==> src/rtl/seg_scan_ctrl.sv <==
`default_nettype none
// ============================================================================
// Module      : seg_scan_ctrl
// Description : Time-multiplexed scan controller for a 4-digit, common-anode
//               seven-segment display. Presents one hex nibble at a time to
//               an external decoder7, drives the matching active-low anode,
//               inserts an all-off guard interval between digits and pulses
//               frame after each complete 4-digit scan.
// Revision    : 1.0 - initial release
// ============================================================================
module seg_scan_ctrl #(
    parameter int DIV   = 4096,   // SHOW cycles per digit, 1..65535
    parameter int GUARD = 16      // all-off cycles between digits, 0..255
) (
    input  logic        clk,
    input  logic        rst,
    input  logic        en,
    input  logic        load,
    input  logic [15:0] din,
    input  logic [3:0]  blank,
    output logic [3:0]  X,
    output logic [3:0]  an,
    output logic [1:0]  digit,
    output logic        frame
);

    // ------------------------------------------------------------------------
    // Constants
    // ------------------------------------------------------------------------
    localparam logic [1:0] c_st_idle  = 2'd0;
    localparam logic [1:0] c_st_show  = 2'd1;
    localparam logic [1:0] c_st_guard = 2'd2;

    localparam logic [15:0] c_div_last   = 16'(DIV - 1);
    // With GUARD=0 the guard state is never entered, so this value is unused
    // in practice; it is clamped to keep the constant in range.
    localparam logic [15:0] c_guard_last = 16'((GUARD > 0) ? (GUARD - 1) : 0);
    localparam bit          c_no_guard   = (GUARD == 0);
    localparam logic [3:0]  c_an_off     = 4'b1111;

    // ------------------------------------------------------------------------
    // State and registered outputs
    // ------------------------------------------------------------------------
    logic [1:0]  r_state;
    logic [15:0] r_cnt;
    logic [15:0] r_data_q;
    logic [3:0]  r_x;
    logic [3:0]  r_an;
    logic [1:0]  r_digit;
    logic        r_frame;

    // ------------------------------------------------------------------------
    // Combinational helpers
    // ------------------------------------------------------------------------
    logic [15:0] w_nxt;        // shadow data with same-cycle load forwarded
    logic [1:0]  w_digit_inc;  // next digit index, wraps 3 -> 0
    logic [3:0]  w_x_inc;      // nibble for the next digit
    logic [3:0]  w_an_cur;     // anode pattern for the current digit
    logic [3:0]  w_an_inc;     // anode pattern for the next digit

    // Active-low anode pattern: only the selected digit may be driven low,
    // and only when its blank bit is clear.
    function automatic logic [3:0] f_an_mask(input logic [1:0] d,
                                             input logic [3:0] b);
        logic [3:0] m;
        m    = c_an_off;
        m[d] = b[d];
        return m;
    endfunction

    // Forwarding and next-digit selection used by every SHOW entry
    always_comb begin
        w_nxt       = load ? din : r_data_q;
        w_digit_inc = r_digit + 2'd1;
        w_x_inc     = w_nxt[{w_digit_inc, 2'b00} +: 4];
        w_an_cur    = f_an_mask(r_digit, blank);
        w_an_inc    = f_an_mask(w_digit_inc, blank);
    end

    // Scan FSM, phase counter, shadow register and all registered outputs
    always_ff @(posedge clk) begin
        if (rst) begin
            r_state  <= c_st_idle;
            r_cnt    <= 16'd0;
            r_data_q <= 16'd0;
            r_x      <= 4'd0;
            r_an     <= c_an_off;
            r_digit  <= 2'd0;
            r_frame  <= 1'b0;
        end else begin
            if (load) begin
                r_data_q <= din;
            end

            // frame is a single-cycle pulse; only the digit-3 SHOW exit sets it
            r_frame <= 1'b0;

            if (!en) begin
                // Disabling always returns to a clean start-of-frame point
                r_state <= c_st_idle;
                r_an    <= c_an_off;
                r_digit <= 2'd0;
                r_cnt   <= 16'd0;
            end else begin
                case (r_state)
                    c_st_idle: begin
                        r_state <= c_st_show;
                        r_digit <= 2'd0;
                        r_cnt   <= 16'd0;
                        r_x     <= w_nxt[3:0];
                        r_an    <= f_an_mask(2'd0, blank);
                    end

                    c_st_show: begin
                        if (r_cnt == c_div_last) begin
                            r_cnt   <= 16'd0;
                            r_frame <= (r_digit == 2'd3);
                            if (c_no_guard) begin
                                // Back-to-back digits: step straight on
                                r_digit <= w_digit_inc;
                                r_x     <= w_x_inc;
                                r_an    <= w_an_inc;
                            end else begin
                                r_state <= c_st_guard;
                                r_an    <= c_an_off;
                            end
                        end else begin
                            r_cnt <= r_cnt + 16'd1;
                            r_an  <= w_an_cur;
                        end
                    end

                    c_st_guard: begin
                        if (r_cnt == c_guard_last) begin
                            r_state <= c_st_show;
                            r_cnt   <= 16'd0;
                            r_digit <= w_digit_inc;
                            r_x     <= w_x_inc;
                            r_an    <= w_an_inc;
                        end else begin
                            r_cnt <= r_cnt + 16'd1;
                        end
                    end

                    default: begin
                        r_state <= c_st_idle;
                        r_an    <= c_an_off;
                        r_digit <= 2'd0;
                        r_cnt   <= 16'd0;
                    end
                endcase
            end
        end
    end

    assign X     = r_x;
    assign an    = r_an;
    assign digit = r_digit;
    assign frame = r_frame;

endmodule
`default_nettype wire

==> config.mk <==
export PLATFORM = sky130hd
export DESIGN_NAME = seg_scan_ctrl
export DESIGN_NICKNAME = d
export VERILOG_FILES = /design/src/rtl/seg_scan_ctrl.sv
export SDC_FILE = /design/constraint.sdc
export NUM_CORES = 1
export LEC_CHECK = 0
export CAP_MARGIN = 20
export CORE_MARGIN = 8
export CORE_UTILIZATION = 60
export CTS_BUF_LIST = sky130_fd_sc_hd__clkbuf_2 sky130_fd_sc_hd__clkbuf_4 sky130_fd_sc_hd__clkbuf_8
export CTS_CLUSTER_DIAMETER = 40
export DETAILED_ROUTE_END_ITERATION = 7
export HOLD_SLACK_MARGIN = 0.02
export PLACE_DENSITY = 0.88
export REMOVE_ABC_BUFFERS = 1
export SLEW_MARGIN = 0
export SYNTH_ARGS = -nofsm -noshare
export SYNTH_HDL_FRONTEND = slang
export SYNTH_SLANG_ARGS = --single-unit
==> constraint.sdc <==
create_clock -name clk -period 5.3 [get_ports clk]
set_clock_uncertainty 0.15 [all_clocks]
set_input_delay 1.325 -clock clk [delete_from_list [all_inputs] [get_ports clk]]
set_output_delay 1.325 -clock clk [all_outputs]
set_load 0.005 [all_outputs]
After elaboration in Yosys (flattened, before gate mapping) --
Index checks and enable logic that the tools add are counted.
Word-level totals: register bits after elaboration 45, bits of input ports 24, output and inout bits 11, logic and storage cells 59
Cells by class: add/subtract/negate cells 2, magnitude comparators 4, equality and inequality tests 7, shift operators 1, mux-type cells 22, bitwise operators 7, reductions and logical operators 9
Operator list (number):
- $mux W16 | 3
- $pmux W16 S2 | 1
- $add A16 B1 Y16 const B | 1
- $eq A16 B12 Y1 const B | 1
- $eq A16 B4 Y1 const B | 1
- $shiftx A16 B5 Y4 | 1
- $mux W4 | 3
- $pmux W4 S3 | 1
- $not A4 Y4 | 2
- $or A4 B4 Y4 | 2
- $pmux W4 S2 | 1
- $lt A2 B3 Y1 const B | 2
- $mux W2 | 3
- $pmux W2 S3 | 1
- $bmux W1 S2 | 2
- $demux W1 S2 | 2
- $eq A2 B2 Y1 const B | 2
- $ge A2 B1 Y1 const B | 2
- $mux W1 | 4
- $ne A2 B2 Y1 const B | 2
- $pmux W2 S2 | 1
- $reduce_and A2 Y1 | 2
- $reduce_or A4 Y1 | 1
- $not A1 Y1 | 3
- 7 further kinds | 8

Longest topological paths before layout --
depth after elaboration 9, gate-level depth with buffers 8, depth with buffers taken out 6

Least setup slack after synthesis --
No wires, ideal clock.
path type input to register, start point input port load, end point register r_x[0] (netlist: X[0]), setup time 0.134 ns, arrival time 2.370 ns, data required time 5.016 ns, setup slack 2.647 ns, cell stages on the path 6, path buffers 2, cells stage by stage buf_2 -> buf_2 -> mux2i_1 -> nand4_1 -> nand4b_1 -> a21oi_1
Between the ends: cells in the longest elaborated chain, start to end 4
Ends and longest elaborated chain:
- from (decl) | line 18 | input logic load,
- $mux W16 *
- $shiftx A16 B5 Y4 | line 75 | w_x_inc = w_nxt[{w_digit_inc, 2'b00} +: 4];
- $mux W4 | line 134 | if (r_cnt == c_guard_last) begin
- $pmux W4 S2 * | line 105 | case (r_state)
- to (signal assigned) | line 110 | r_x <= w_nxt[3:0];
- to (signal assigned) | line 121 | r_x <= w_x_inc;
- to (signal assigned) | line 138 | r_x <= w_x_inc;
- to (decl) | line 47 | logic [3:0] r_x;
Mark *: on every way between the ends. The rest lies on a longest branch, timed or not. The select of a mux whose other input is x is not followed. A chain may end at the register's enable or synchronous reset.

Final worst setup path --
start point input port load, end point register r_x[1] (netlist: X[1])
Same word-level chain as after synthesis.

==> impl_metrics.py <==
metrics = {
    "place": {
        "portBuffers": 34,
        "dpl_cell_area_um2": 2630,
        "gp_congestion": 0.867,
        "hpwlAfterDp_um": 3320,
        "place_ws_ns": 1.69,
    },
    "routing": {
        "dr.first_iter.drc_count": 103,
        "avgViaCountPerCell": 5.52,
        "drc_errors": 0,
        "wl_per_cell_um": 14.1,
        "ant_nets": 0,
        "firstDrtPassIters": 4,
        "num_vias": 1783,
        "routed_wl_um": 4550,
    },
    "floorplan": {
        "row_count": 22,
        "io_pins": 35,
        "dieArea_um2": 6000,
        "die_y_um": 77.5,
        "core-area_um2": 3660,
        "die_w_um": 77.5,
        "start_util": 0.620,
    },
    "cells_and_area": {
        "nNetsFinal": 313,
        "diodes": 0,
        "design_area_um2": 2710,
        "drive_gt1_frac": 0.0800,
        "areaGrowthSynthToFinish_pct": 19.3,
    },
    "timing": {
        "worst_slew_margin_rel": 0.413,
        "drv_slew": 0,
        "finalCriticalPeriod_ns": 3.28,
        "setup_violations": 0,
        "setup_tns_ns": 0,
        "hold_viol": 0,
        "rsz0062_at_grt": "false",
        "worst_slack_ns": 2.02,
        "tightest_slew_ns": 0.877,
        "post-route-period-util": 0.620,
        "clock.fmax_mhz": 304,
    },
    "logic_synthesis": {
        "syn_inst": 244,
        "synth_top_family_by_area": "simple AND/OR/NAND/NOR gates",
        "synth_xor_area_frac": 0.0541,
        "synth_cell_types": 36,
        "synth-edff-count": 0,
        "synth-simple-area-share": 0.215,
        "postSynthAreaPerCell_um2": 9.30,
        "synth_top_area_frac": 0.397,
        "yosys-top-cells-area": "dfxtp_1 40%, mux2i_1 7.9%, nor2_1 7.8%",
        "synth_seq_area_share": 0.397,
        "synth-seq-cells": 45,
        "netlist_area_um2": 2270,
        "synth-compound-area-share": 0.0894,
        "yosysWarnings": 0,
        "ys_async_sr_fraction": 0,
        "synth_mux_area_frac": 0.134,
        "synth-adder-area-share": 0.0717,
        "synth_top_area_cell": "dfxtp_1",
        "ys.flop_type": "dfxtp_1",
    },
    "pwr": {
        "combPwrFrac": 0.114,
        "clkPwrFrac": 0.311,
        "power.density_nw_per_um2": 227,
        "p_leak_nw": 1.03,
        "ir_drop_uv": 189,
        "switchingPower_mw": 0.138,
        "p_int_mw": 0.477,
        "netSwitchingFraction": 0.224,
        "p_seq_frac": 0.575,
    },
    "clock_tree": {
        "path_clk_slew_ns": 0.07,
        "clk_latency_ns": 0.29,
        "cts-root-buf": "clkbuf_8",
        "max-clock-path-buffers": 2,
        "cts_setup_buffers": 0,
        "cts_tree": "done",
        "cts.sinks": 45,
        "cts_resized": 0,
        "postCtsHoldBufs": 0,
        "cts_buffers": 5,
        "htreeDepth": 2,
    },
    "worst_setup_path": {
        "crit_path_end_kind": "flop",
        "critPathKind": "input pin to flop",
        "cp.arrival_ns": 3.28,
        "critPathRequiredTime_ns": 5.29,
        "cp_max_fo": 15,
        "startpoint_type": "input pin",
    },
    "global_route": {
        "grt_overflow_total": 0,
        "grt_max_degree": 23,
        "grt_pass1_vias": 1818,
        "track_usage": 0.154,
        "grt_pass1_wl_um": 7880,
        "antenna_found_initial": 0,
    },
    "status": {
        "status": "finished, final reports clean",
    },
    "flow_run": {
        "cap_violations": 0,
    },
    "min_path": {
        "hp-class": "flop to flop",
    },
}
[sequential cells by signal, indices dropped and copies added, names as in the netlist]
name	flops
an	4
frame	1
digit	2
r_data_q	16
X	4
r_cnt	16
r_state	2
[layout make-up]
type | count | area (um^2)
fillers | 262 | 955
clock inverters | 1 | 5.00
well taps | 48 | 60.1
flip-flops and latches | 45 | 901
inverters | 12 | 45.0
clock buffers | 5 | 68.8
multi-input cells | 177 | 1280
repair buffers | 35 | 348
[worst max-delay path, stage by stage]
cell             delay (ns)
clkdlybuf4s50_1        1.05
buf_4                  0.30
mux2i_1                0.23
a21bo_2                0.24
nand4b_1               0.07
a21oi_1                0.06
[worst paths after layout]
path	startpoint	endpoint	slack, ns	cells past startpoint
max	load	X[1]$_SDFFE_PP0P_	2.02	6
min	r_cnt[0]$_SDFF_PP0_	r_cnt[0]$_SDFF_PP0_	0.33	1
max reg2reg	digit[0]$_SDFFE_PP0P_	an[2]$_SDFFE_PP1P_	2.74	5
min reg2reg	r_cnt[0]$_SDFF_PP0_	r_cnt[0]$_SDFF_PP0_	0.33	1
[kinds of logic (layout without fill, tap and decap cells)]
logic type / after synthesis / in the layout
AO/OA/AOI/OAI: 26 / 26
AND/OR/NAND/NOR: 100 / 100
buffers and inverters: 22 / 53
adder cells (fa/ha/maj): 13 / 13
XOR/XNOR: 14 / 14
multiplexers: 24 / 24
flip-flops: 45 / 45
[layout by cell type, fill, tap and decap left out, types with 7 or more instances in the layout]
cell type / instances
nand2_1: 12
nand2b_1: 9
inv_1: 12
dfxtp_1: 45
clkdlybuf4s50_1: 34
xnor2_1: 7
nand3_1: 7
xor2_1: 7
ha_1: 13
o21ai_0: 8
nor2_1: 47
mux2i_1: 18
[cells in the mapped netlist (4+ instances only)]
master    count
nor2_1       47
dfxtp_1      45
mux2i_1      18
ha_1         13
inv_1        12
nand2_1      12
nand2b_1      9
o21ai_0       8
clkbuf_1      7
nand3_1       7
xnor2_1       7
xor2_1        7
mux4_2        5
nand4_1       5
a21oi_1       4
a31oi_1       4
nor3_1        4
[power groups by stage]
stage	clock network, mW	logic (mW)	registers, mW
after detailed placement	0	0.0702	0.361
after global placement	0	0.0683	0.361
after global routing	0.207	0.0763	0.354
after CTS	0.194	0.0706	0.353
final	0.191	0.0703	0.353
after floorplan	0	0.0339	0.360
[stage by stage]
stage	instances	util	total power [mW]	hold WS [ns]
floorplan	234	-	0.394	0.280
global placement	317	0.719	0.429	0.299
detailed placement	317	0.719	0.431	0.309
CTS	323	0.739	0.618	0.327
global route	323	0.739	0.637	0.362
finish	323	0.739	0.614	0.328
[per-layer routing]
metal  GRT usage  vias up  routed length, um
met5           0        -                  0
met4      0.0528        0                 74
met3      0.0518       12                247
met2       0.269       45               2200
met1       0.171      835               2030
li1            -      891                  -
Note: power is estimated with default switching activity, not from simulation.
